==> src/rtl/fetch_stage.sv <==
`default_nettype none
// +----------------------------------------------------------------------------+
// | fetch_stage: PC owner, single-outstanding inst-SRAM reader, one-entry      |
// | buffer toward decode. Optional FETCH_ADEF_EN raises ADEF on unaligned PCs. |
// | Revision: 1.0                                                              |
// +----------------------------------------------------------------------------+
module fetch_stage #(
    parameter logic [31:0] RESET_PC = 32'h1C00_0000
) (
    input  logic        clk,
    input  logic        reset,
    input  logic        ds_allowin,
    input  logic [32:0] br_bus,
    output logic        fs_to_ds_valid,
    output logic [64:0] fs_to_ds_bus,
    output logic        inst_sram_req,
    output logic [31:0] inst_sram_addr,
    input  logic        inst_sram_addr_ok,
    input  logic        inst_sram_data_ok,
    input  logic [31:0] inst_sram_rdata
);

    typedef enum logic [1:0] {
        S_REQ  = 2'd0,
        S_WAIT = 2'd1,
        S_HOLD = 2'd2
    } state_t;

    state_t      r_state;
    logic [31:0] r_next_pc;
    logic [31:0] r_fetch_pc;
    logic [31:0] r_buf_inst;
    logic [31:0] r_buf_pc;
    logic        r_buf_adef;
    logic        r_discard;

    logic        w_br_taken;
    logic [31:0] w_br_target;
    logic        w_adef;

    assign w_br_taken  = br_bus[32];
    assign w_br_target = br_bus[31:0];

`ifdef FETCH_ADEF_EN
    assign w_adef = (r_next_pc[1:0] != 2'b00);
`else
    assign w_adef = 1'b0;
`endif

    // No request is shown while reset is held, even though the state already reads REQ.
    assign inst_sram_req  = (r_state == S_REQ) & ~w_adef & ~reset;
    assign inst_sram_addr = {r_next_pc[31:2], 2'b00};
    assign fs_to_ds_valid = (r_state == S_HOLD) & ~w_br_taken;
    assign fs_to_ds_bus   = {r_buf_adef, r_buf_inst, r_buf_pc};

    always_ff @(posedge clk) begin
        if (reset) begin
            r_state    <= S_REQ;
            r_next_pc  <= RESET_PC;
            r_fetch_pc <= 32'h0;
            r_buf_inst <= 32'h0;
            r_buf_pc   <= 32'h0;
            r_buf_adef <= 1'b0;
            r_discard  <= 1'b0;
        end else begin
            if (w_br_taken) begin
                r_next_pc <= w_br_target;
            end
            case (r_state)
                S_REQ: begin
                    if (w_adef) begin
                        if (!w_br_taken) begin
                            r_buf_inst <= 32'h0;
                            r_buf_pc   <= r_next_pc;
                            r_buf_adef <= 1'b1;
                            r_state    <= S_HOLD;
                        end
                    end else if (inst_sram_addr_ok) begin
                        r_fetch_pc <= r_next_pc;
                        r_state    <= S_WAIT;
                        if (w_br_taken) begin
                            r_discard <= 1'b1;
                        end else begin
                            r_next_pc <= r_next_pc + 32'd4;
                        end
                    end
                end
                S_WAIT: begin
                    if (inst_sram_data_ok) begin
                        if (r_discard || w_br_taken) begin
                            r_discard <= 1'b0;
                            r_state   <= S_REQ;
                        end else begin
                            r_buf_inst <= inst_sram_rdata;
                            r_buf_pc   <= r_fetch_pc;
                            r_buf_adef <= 1'b0;
                            r_state    <= S_HOLD;
                        end
                    end else if (w_br_taken) begin
                        r_discard <= 1'b1;
                    end
                end
                S_HOLD: begin
                    // A redirect drops the buffered wrong-path instruction.
                    if (w_br_taken || ds_allowin) begin
                        r_state <= S_REQ;
                    end
                end
                default: begin
                    r_state <= S_REQ;
                end
            endcase
        end
    end

endmodule
`default_nettype wire

==> config.mk <==
export PLATFORM = sky130hd
export DESIGN_NAME = fetch_stage
export DESIGN_NICKNAME = d
export VERILOG_FILES = /design/src/rtl/fetch_stage.sv
export SDC_FILE = /design/constraint.sdc
export NUM_CORES = 1
export LEC_CHECK = 0
export CORE_ASPECT_RATIO = 0.7
export CORE_MARGIN = 10
export CORE_UTILIZATION = 34
export CTS_CLUSTER_DIAMETER = 30
export DETAILED_ROUTE_END_ITERATION = 8
export MAX_ROUTING_LAYER = met4
export PLACE_DENSITY = 0.7
export RECOVER_POWER = 25
export SLEW_MARGIN = 20
export SYNTH_ARGS = -nofsm -noshare
export SYNTH_HDL_FRONTEND = slang
export SYNTH_SLANG_ARGS = --single-unit
==> constraint.sdc <==
create_clock -name clk -period 2.8 [get_ports clk]
set_input_delay 0.28 -clock clk [delete_from_list [all_inputs] [get_ports clk]]
set_output_delay 0.28 -clock clk [all_outputs]
set_load 0.03 [all_outputs]
# Word level (Yosys, flattened, before mapping)
# Cells that the tools add are included.
totals:
  register_bits: 131
  in_bits: 70
  wordCells: 40
  out_inout_bits: 99
op_classes:
  n_bitwise: 5
  addsub: 1
  muxes: 14
  n_reduce_logical: 8
  n_eq_ne: 6
op_table:
  columns: ["cell", "n"]
  rows:
  - ["$mux W32", 4]
  - ["$add A32 B3 Y32 const B", 1]
  - ["$reduce_and A3 Y1", 3]
  - ["$mux W2", 4]
  - ["$pmux W2 S3", 1]
  - ["$mux W1", 4]
  - ["$ne A2 B2 Y1 const B", 2]
  - ["$ne A3 B3 Y1 const B", 1]
  - ["$not A1 Y1", 3]
  - ["$and A1 B1 Y1", 2]
  - ["$eq A2 B1 Y1 const B", 1]
  - ["$eq A2 B2 Y1 const B", 1]
  - ["$logic_not A2 Y1", 1]
  - ["$logic_or A1 B1 Y1", 2]
  - ["$ne A2 B1 Y1 const B", 1]
  - ["$pmux W1 S2", 1]
  - ["$reduce_and A2 Y1", 1]
  - ["$reduce_bool A2 Y1", 1]

# Logic depth before layout (Yosys ltp)
# Gate-level depths: netlist (run 1).
logic_depth:
  ltp_word: 4
  mapped_depth: 7
  mapped_depth_nobuf: 5

# Worst setup path before layout (run 1)
# Ideal clock, no wire load.
synth_path:
  path_type: "reg-to-reg"
  startpoint: "reg r_next_pc[2]"
  endpoint: "reg r_next_pc[22]"
  setup_time_ps: 91
  path_buffers: 1
  t_required_ps: 2709
  synth_period_minus_slack_ps: 2101
  stages_incl_launch_ff: 7
  arrival_time_ps: 2010
  path_slack_ps: 699
  cell_sequence: "dfxtp_1 > ha_1 > inv_1 > or4_4 > buf_6 > or4_1 > a311oi_1"
synth_between:
  elab_chain_len: 4
synth_rtl:
  columns: ["item", "line_no", "rtl"]
  rows:
  - ["start, declared", "30", "logic [31:0] r_next_pc;"]
  - ["start signal, assigned", "67", "r_next_pc <= w_br_target;"]
  - ["start signal, assigned", "84", "r_next_pc <= r_next_pc + 32'd4;"]
  - ["$add A32 B3 Y32", "84", null]
  - ["$mux W32", "81", "if (w_br_taken) begin"]
  - ["$mux W32", "78", "end else if (inst_sram_addr_ok) begin"]
  - ["$mux W32", "69", "case (r_state)"]
# No other way between the ends.
# A chain may end at the register's enable or synchronous reset.

# Final worst setup path (run 1)
layout_path:
  startpoint: "in reset"
  endpoint: "out inst_sram_req"
layout_between:
  elab_chain_len: 2
layout_rtl:
  columns: ["item", "line_no", "rtl"]
  rows:
  - ["start, declared", "11", "input logic reset,"]
  - ["$not A1 Y1", "51", "assign inst_sram_req = (r_state == S_REQ) & ~w_adef & ~reset;"]
  - ["$and A1 B1 Y1", "51", null]
  - ["end, declared", "16", "output logic inst_sram_req,"]
# No other way between the ends.

==> impl_metrics.yaml, run 1 <==
global_route:
  grt_usage_pct: 15.9
  grt_overflow: 0
  grt_pass1_vias: 4916
  grt_max_degree: 89
  grt_pass1_wl_um: 27000
  antenna_found_initial: 0
drt:
  wirelength_um: 17000
  drc: 0
  drt_iter0_drc: 392
  detailroute.via_count: 5060
  routed_via_density: 4.91
  final_antenna_net_count: 0
  first_pass_iters: 6
  wire_per_inst_um: 16.5
cells_and_area:
  antenna_cells: 0
  num-nets-final: 888
  areaGrowthSynthToFinish_pct: 40.5
  drive_above_1_share_pct: 7.47
  fillers: 1527
worst_hold_path:
  hp-start: "inst_sram_rdata[22]"
  min_to: "r_buf_inst[22]"
  hold_path_depth: 3
  hold_class: "in2reg"
yosys:
  synthDistinctLibCells: 44
  synthCells: 696
  synth_area_mm2: 0.00550
  synth_commonest_cells: "nand2_1 (205), dfxtp_1 (131), a21oi_1 (98), clkbuf_1 (45), nor2_1 (36)"
  async_reset_ff_share_pct: 0
  synth_ff_type: "dfxtp_1"
  yosys.area.top_type_share_pct: 47.7
  synth_top_family_by_area: "simple AND/OR/NAND/NOR gates"
  synth_top_cells_by_area: "dfxtp_1 (48%), nand2_1 (14%), a21oi_1 (8.9%)"
  synth_edf_count: 0
  synth.most_common_cell: "nand2_1"
  ys_seq_area_share_pct: 47.7
  synth-compound-area-share_pct: 16.9
  ys_seq_elements: 131
  synth_xor_area_share_pct: 1.28
  synth-simple-area-share_pct: 24.0
  synth_fa_ha_area_share_pct: 0.228
  yosys_warnings: 0
  avgSynthCellArea_um2: 7.90
  synth_top_area_cell: "dfxtp_1"
  synthMuxAreaShare_pct: 0.364
worst_setup_path:
  start_kind: "input pin"
  critPathRequiredTime_ps: 2520
  end_kind: "output pin"
  timing.rr.end: "r_next_pc[18]"
  max_stage_delay_ps: 790
  crit_fanout: 51
  crit_chain: "clkbuf_2 -> nor3_1 -> clkdlybuf4s50_1"
  rrSetupSlack_ps: 480
  reg2reg_from: "r_next_pc[2]"
  path_class: "in2out"
  cp.arrival_ps: 2060
  cpMaxStageDelayCell: "clkdlybuf4s50_1"
  reg2reg_depth: 5
floorplan:
  die_y_um: 126
  dieArea_mm2: 0.0217
  io_pins: 169
  core_region_area_mm2: 0.0157
  initial_core_util_pct: 35.0
  rows: 38
  dieWidth_um: 172
sta:
  rsz0062_at_grt: "false"
  setup_ws_ps: 463
  period_share_pct: 83.5
  max_freq_mhz: 428
  hold_violations: 0
  fin_crit_ps: 2340
  slew_headroom_pct: 25.5
  finalSetupViolations: 0
  fin_skew_ps: 10.2
  worst_pin_slew_ps: 1120
  maxSlewViolCount: 0
  setup_tns_ps: 0
cts:
  root_buffer: "clkbuf_16"
  cts_htree_levels: 4
  cts_buffers: 17
  cts.clk_slew.worst_paths_ps: 60
  ctsHoldBuffers: 0
  cts_buffer_depth: 2
  cts_setup_buffers: 0
  post_cts_resized: 0
  tritoncts: "done"
  clock-sinks: 131
  clkLatencyLatePin_ps: 410
power_and_ir_drop:
  leakagePower_nw: 2.73
  power_density_mw_per_mm2: 627
  vdd_ir_drop_max_mv: 0.376
job:
  maxCapViolCount: 0
outcome:
  status: "finished clean"
placement:
  io_buffers: 165
  dp_hpwl_um: 12100
  place_ws_ps: 230
  gp_congestion: 0.836
through the flow:
stage	std cells	hold slack [ps]	utilization (%)	area [um^2]	total power, mW
after floorplan	698	400	-	5500	2.36
after global placement	998	442	45.4	7120	2.59
after detailed placement	998	443	45.4	7120	2.59
after CTS	1030	363	49.3	7740	4.91
after global routing	1030	427	49.2	7720	5.04
final	1030	419	49.2	7720	4.84
layer usage:
metal	vias up	track usage (%)	wire (um)
met5	-	-	0
met4	0	3.19	102
met3	7	5.39	1570
met2	174	22.5	7040
met1	2294	21.5	8300
li1	2585	-	-
worst max-delay path: cells and delay by family:
family	cells	cell delay, ps
buffers and inverters	2	1360
and+or+nand+nor	1	370
cell families after synthesis:
| group | after synthesis |
|---|---|
| xor+xnor | 8 |
| buf+inv | 98 |
| fa+ha+maj | 1 |
| simple gates | 303 |
| mux | 2 |
| other cells | 1 |
| compound gates | 152 |
| flops | 131 |
final cells by class:
cell class                 count  area (um^2)  share of cell area (%)
clock buffer                  18          439                    5.69
clock inverter                14          175                    2.27
inverter                      12         45.0                   0.583
multi-input combinational    469         2380                    30.8
sequential                   131         2620                    34.0
tap                          200          250                    3.24
timing repair buffer         186         1810                    23.5
how the worst max path moves through the flow:
stage / from / to / slack, ps
4_1_cts: r_next_pc[2] / r_next_pc[18] / 490
2_1_floorplan: r_next_pc[2] / r_next_pc[22] / 700
6_report: reset / inst_sram_req / 460
3_3_place_gp: inst_sram_addr_ok / r_next_pc[31] / 290
3_5_place_dp: inst_sram_addr_ok / r_next_pc[31] / 230
5_1_grt: reset / r_next_pc[28] / 300
sequential cells by signal (all words and copies together), names as in the netlist:
signal / count
r_buf_inst: 32
r_buf_pc: 32
r_discard: 1
r_fetch_pc: 32
r_next_pc: 32
r_state: 2
layout by cell type, fill, tap and decap left out, types with 2 or more instances in the layout:
cell type        instances
mux2i_1                  2
a311oi_1                10
clkbuf_16               17
xor2_1                   3
clkdlybuf4s50_1        127
clkinv_2                 2
inv_1                   12
nand3_1                  8
nor3_1                  12
a31oi_1                  4
or4_1                   11
o31ai_1                  9
o21ai_0                  3
a2111oi_1                3
o211ai_1                 2
nor4_1                   7
bufinv_16                3
clkinv_4                 2
conb_1                   3
nor2_1                  36
a21oi_1                 98
or3_1                    3
or2_2                    2
inv_6                    4
nor2b_1                  2
nand4_1                  5
dfxtp_1                131
a221oi_1                 2
o31a_1                   2
o41a_1                   5
nand2_1                205
dlygate4sd3_1           36
clkinvlp_4               3
nor3b_1                  3
a211oi_1                10
buf_4                   20
xnor2_1                  5
power by group:
| part | leakage, nW | switching (mW) | internal [mW] |
|---|---|---|---|
| clock network | 0.294 | 0.863 | 1.44 |
| logic | 1.37 | 0.303 | 0.240 |
| registers | 1.07 | 0.0670 | 1.93 |
| total | 2.73 | 1.23 | 3.61 |
Note: power is estimated with default switching activity, not from simulation.
==> run 2, diff against run 1 <==
==> constraint.sdc (replaced) <==
create_clock -name clk -period 2.25 [get_ports clk]
set_input_delay 0.225 -clock clk [delete_from_list [all_inputs] [get_ports clk]]
set_output_delay 0.225 -clock clk [all_outputs]
set_load 0.03 [all_outputs]
==> run 2 against run 1 <==
Net effect: non-clock buffer count up 27; via count up 4.4%; worst setup slack worse by 340 ps; total power up 24%; register-to-register slack worse by 360 ps; critical path type is now reg2reg; critical endpoint is now r_next_pc[29].
==> impl_metrics.yaml, run 2 (synthesis results as in run 1) <==
sta:
  setup_ws_ps: 123
  worst_pin_slew_ps: 809
  holdWs_ps: 364
  fin_skew_ps: 8.35
  fin_crit_ps: 2130
  rsz0062_at_grt: "false"
  maxSlewViolCount: 0
  setup_tns_ps: 0
  hold_violations: 0
  period_share_pct: 94.5
  finalSetupViolations: 0
  max_freq_mhz: 470
  slew_headroom_pct: 46.1
cells_and_area:
  final_common_cell: "nand2_1"
  design_area_mm2: 0.00790
  final_cell_mix: "nand2_1 (205), clkdlybuf4s50_1 (149), dfxtp_1 (131), a21oi_1 (98), buf_4 (42)"
  antenna_cells: 0
  drive_above_1_share_pct: 9.68
  areaGrowthSynthToFinish_pct: 43.7
  num-nets-final: 915
  finalCoreUtilization_pct: 50.3
  fin_cells: 1057
worst_setup_path:
  end_kind: "register"
  path_class: "reg2reg"
  rrSetupSlack_ps: 120
  start_kind: "register"
  crit_fanout: 12
  reg2reg_from: "r_next_pc[9]"
  cp.arrival_ps: 2400
  critPathRequiredTime_ps: 2530
  reg2reg_depth: 5
  timing.rr.end: "r_next_pc[29]"
power_and_ir_drop:
  vdd_ir_drop_max_mv: 0.459
  leakagePower_nw: 2.77
  power_density_mw_per_mm2: 761
  finalPower_mw: 6.01
placement:
  gp_congestion: 0.878
  io_buffers: 165
  dp_cells: 1025
  dpl_cell_area_mm2: 0.00733
  place_ws_ps: -175
  dp_hpwl_um: 12600
cts:
  root_buffer: "clkbuf_16"
  cts_buffer_depth: 2
  cts_htree_levels: 4
  ctsHoldBuffers: 0
  clkLatencyLatePin_ps: 410
  cts_buffers: 17
  tritoncts: "done"
  cts.clk_slew.worst_paths_ps: 60
  clock-sinks: 131
drt:
  wirelength_um: 17600
  drc: 0
  drt_iter0_drc: 352
  final_antenna_net_count: 0
  routed_via_density: 5.00
  detailroute.via_count: 5285
  first_pass_iters: 5
  wire_per_inst_um: 16.6
floorplan:
  initial_core_util_pct: 35.0
  core_region_area_mm2: 0.0157
  die_y_um: 126
  dieWidth_um: 172
  rows: 38
  io_pins: 169
  dieArea_mm2: 0.0217
job:
  maxCapViolCount: 0
global_route:
  grt_pass1_vias: 5063
  grt_overflow: 0
  grt_pass1_wl_um: 27500
  grt_max_degree: 77
  antenna_found_initial: 0
  grt_usage_pct: 16.2
outcome:
  status: "finished clean"
worst_hold_path:
  hp-start: "inst_sram_rdata[29]"
  min_to: "r_buf_inst[29]"
  hold_class: "in2reg"
  hold_path_depth: 3
run 2: cell types whose count changed in the layout (fill, tap and decap cells not counted), moves of 2 or more:
cell             before  now
dlygate4sd3_1        36   13
buf_4                20   42
clkdlybuf4s50_1     127  149
clkbuf_1              0    5
clkinv_2              2    0
inv_8                 0    2
run 2: final cells by class:
| cell class | count | area (um^2) |
|---|---|---|
| clock buffer | 18 | 439 |
| clock inverter | 14 | 168 |
| fill | 1530 | 7790 |
| inverter | 12 | 45.0 |
| multi-input combinational | 469 | 2370 |
| sequential | 131 | 2620 |
| tap | 200 | 250 |
| timing repair buffer | 213 | 2000 |
run 2: power breakdown:
part | internal, mW | total (mW) | switching [mW]
Clock | 1.70 | 2.80 | 1.11
Combinational | 0.326 | 0.740 | 0.414
Sequential | 2.41 | 2.47 | 0.0620
Total | 4.43 | 6.01 | 1.58
run 2: worst max path at each step:
| stage | from | to | slack (ps) | cells past startpoint |
|---|---|---|---|---|
| global placement | inst_sram_addr_ok | r_next_pc[21] | -80 | 6 |
| finish | r_next_pc[9] | r_next_pc[29] | 120 | 5 |
| detailed placement | inst_sram_addr_ok | r_next_pc[29] | -180 | 6 |
| CTS | r_state[1] | inst_sram_req | 30 | 3 |
| floorplan | r_next_pc[2] | r_next_pc[22] | 150 | 6 |
| global route | r_next_pc[8] | r_next_pc[29] | 40 | 5 |
run 2: metal layers:
layer / part of all wire, % / vias up / wire, um / track usage, %
met2: 42 / 228 / 7320 / 22.7
met3: 9.0 / 18 / 1580 / 4.46
met4: 1.3 / 0 / 233 / 4.75
met1: 48 / 2413 / 8420 / 22.1
met5: 0 / - / 0 / -
li1: - / 2626 / - / -
run 2: worst max-delay path: stages (launching register included):
cell and delay, ps:
dfxtp_1 430, inv_1 110, or4_1 580, buf_4 210
o41a_1 310, a2111oi_1 360
run 2: what timing repair did:
action / CTS / global route
gates resized for setup: 0 / 1
setup endpoints to repair: 0 / 1
buffers inserted: 0 / 0
==> run 3, diff against run 2 <==
--- a/config.mk
+++ b/config.mk
@@ -6,13 +6,13 @@
 export NUM_CORES = 1
 export LEC_CHECK = 0
 export CORE_ASPECT_RATIO = 0.7
-export CORE_MARGIN = 10
 export CORE_UTILIZATION = 34
 export CTS_CLUSTER_DIAMETER = 30
 export DETAILED_ROUTE_END_ITERATION = 8
 export MAX_ROUTING_LAYER = met4
 export PLACE_DENSITY = 0.7
 export RECOVER_POWER = 25
+export REMOVE_ABC_BUFFERS = 1
 export SLEW_MARGIN = 20
 export SYNTH_ARGS = -nofsm -noshare
 export SYNTH_HDL_FRONTEND = slang
==> run 3 against run 2 <==
Net effect: utilization decreased by 0.12 points; hold slack got worse by 230 ps; clock power decreased by 7%.
==> impl_metrics.yaml, run 3 (synthesis results as in run 1) <==
outcome:
  status: "finished clean"
drt:
  drc: 0
  drt_iter0_drc: 318
  wirelength_um: 15500
  first_pass_iters: 5
  wire_per_inst_um: 14.7
  detailroute.via_count: 5198
  routed_via_density: 4.93
  final_antenna_net_count: 0
placement:
  dp_hpwl_um: 10500
  dpl_cell_area_mm2: 0.00732
  dp_cells: 1024
  io_buffers: 165
  place_ws_ps: -118
  gp_congestion: 0.812
global_route:
  grt_pass1_wl_um: 24400
  antenna_found_initial: 0
  grt_usage_pct: 19.5
  grt_pass1_vias: 4685
  grt_max_degree: 65
  grt_overflow: 0
floorplan:
  initial_core_util_pct: 35.1
  rows: 38
  io_pins: 169
  die_y_um: 108
  dieWidth_um: 154
  core_region_area_mm2: 0.0156
  dieArea_mm2: 0.0167
sta:
  slew_headroom_pct: 40.0
  setup_tns_ps: 0
  hold_violations: 0
  maxSlewViolCount: 0
  finalSetupViolations: 0
  fin_skew_ps: 7.02
  fin_crit_ps: 2080
  period_share_pct: 92.5
  holdWs_ps: 130
  max_freq_mhz: 480
  setup_ws_ps: 168
  rsz0062_at_grt: "false"
  worst_pin_slew_ps: 901
job:
  maxCapViolCount: 0
cts:
  cts_buffer_depth: 2
  clkLatencyLatePin_ps: 410
  cts_setup_buffers: 0
  cts_htree_levels: 4
  cts.clk_slew.worst_paths_ps: 60
  post_cts_resized: 0
  cts_buffers: 17
  ctsHoldBuffers: 0
  clock-sinks: 131
  tritoncts: "done"
  root_buffer: "clkbuf_16"
power_and_ir_drop:
  p_clk_share_pct: 45.0
  p_int_mw: 4.33
  finalPower_mw: 5.81
  p_comb_share_pct: 12.5
  p_seq_share_pct: 42.5
  vdd_ir_drop_max_mv: 0.493
  leakagePower_nw: 2.75
  swShare_pct: 25.5
  power_density_mw_per_mm2: 739
  p_switching_mw: 1.48
cells_and_area:
  areaGrowthSynthToFinish_pct: 42.9
  finalCoreUtilization_pct: 50.2
  final_common_cell: "nand2_1"
  fin_cells: 1055
  final_cell_mix: "nand2_1 (205), clkdlybuf4s50_1 (148), dfxtp_1 (131), a21oi_1 (98), buf_4 (43)"
  design_area_mm2: 0.00785
  num-nets-final: 914
  antenna_cells: 0
  drive_above_1_share_pct: 9.36
worst_setup_path:
  end_kind: "output pin"
  path_class: "reg2out"
  start_kind: "register"
  reg2reg_from: "r_next_pc[8]"
  critPathRequiredTime_ps: 2030
  crit_fanout: 10
  crit_path_start: "r_state[1]"
  cp.arrival_ps: 1860
worst_hold_path:
  hold_class: "in2reg"
  hp-start: "reset"
## run 3: cell count changes in the layout (fill, tap and decap cells not counted), sizes merged
cell           change
clkdlybuf4s50      -1
bufinv             -1
clkbuf             +1
dlygate4sd3        +2
inv                -7
clkinv             +2
dlymetal6s2s       -1
buf                +2
clkinvlp           +1
## run 3: area by class of cell
type / instances / area [um^2]
Timing Repair Buffer: 212 / 2010
Inverter: 12 / 45.0
Tap cell: 200 / 250
Fill cell: 1465 / 7790
Clock buffer: 22 / 474
Sequential cell: 131 / 2620
Multi-Input combinational cell: 469 / 2370
Clock inverter: 9 / 81.3
## run 3: layer usage
metal | wire [um] | global-route usage, % | vias to the layer above
li1 | - | - | 2630
met1 | 7570 | 25.7 | 2383
met2 | 6570 | 28.1 | 167
met3 | 1150 | 6.01 | 18
met4 | 167 | 6.43 | 0
met5 | 0 | - | -
## run 3: worst paths after layout
| kind | to | slack [ps] | cells past startpoint |
|---|---|---|---|
| setup / recovery | inst_sram_req | 170 | 3 |
| hold / removal | r_buf_pc[2] | 130 | 2 |
| setup reg to reg | r_next_pc[31] | 190 | 5 |
| hold reg to reg | r_buf_pc[12] | 450 | 2 |
## run 3: worst max-delay path: stages, from the launching register on
cell and delay [ps]:
dfxtp_1 310, buf_4 160, nor3_1 240, clkdlybuf4s50_1 720
## run 3: power groups by stage
stage / Clock (mW) / Combinational, mW / Sequential [mW]
after CTS: 2.67 / 0.739 / 2.47
after global placement: 0 / 0.733 / 2.51
final: 2.61 / 0.728 / 2.47
after floorplan: 0 / 0.201 / 2.63
after detailed placement: 0 / 0.736 / 2.52
after global routing: 2.77 / 0.783 / 2.48
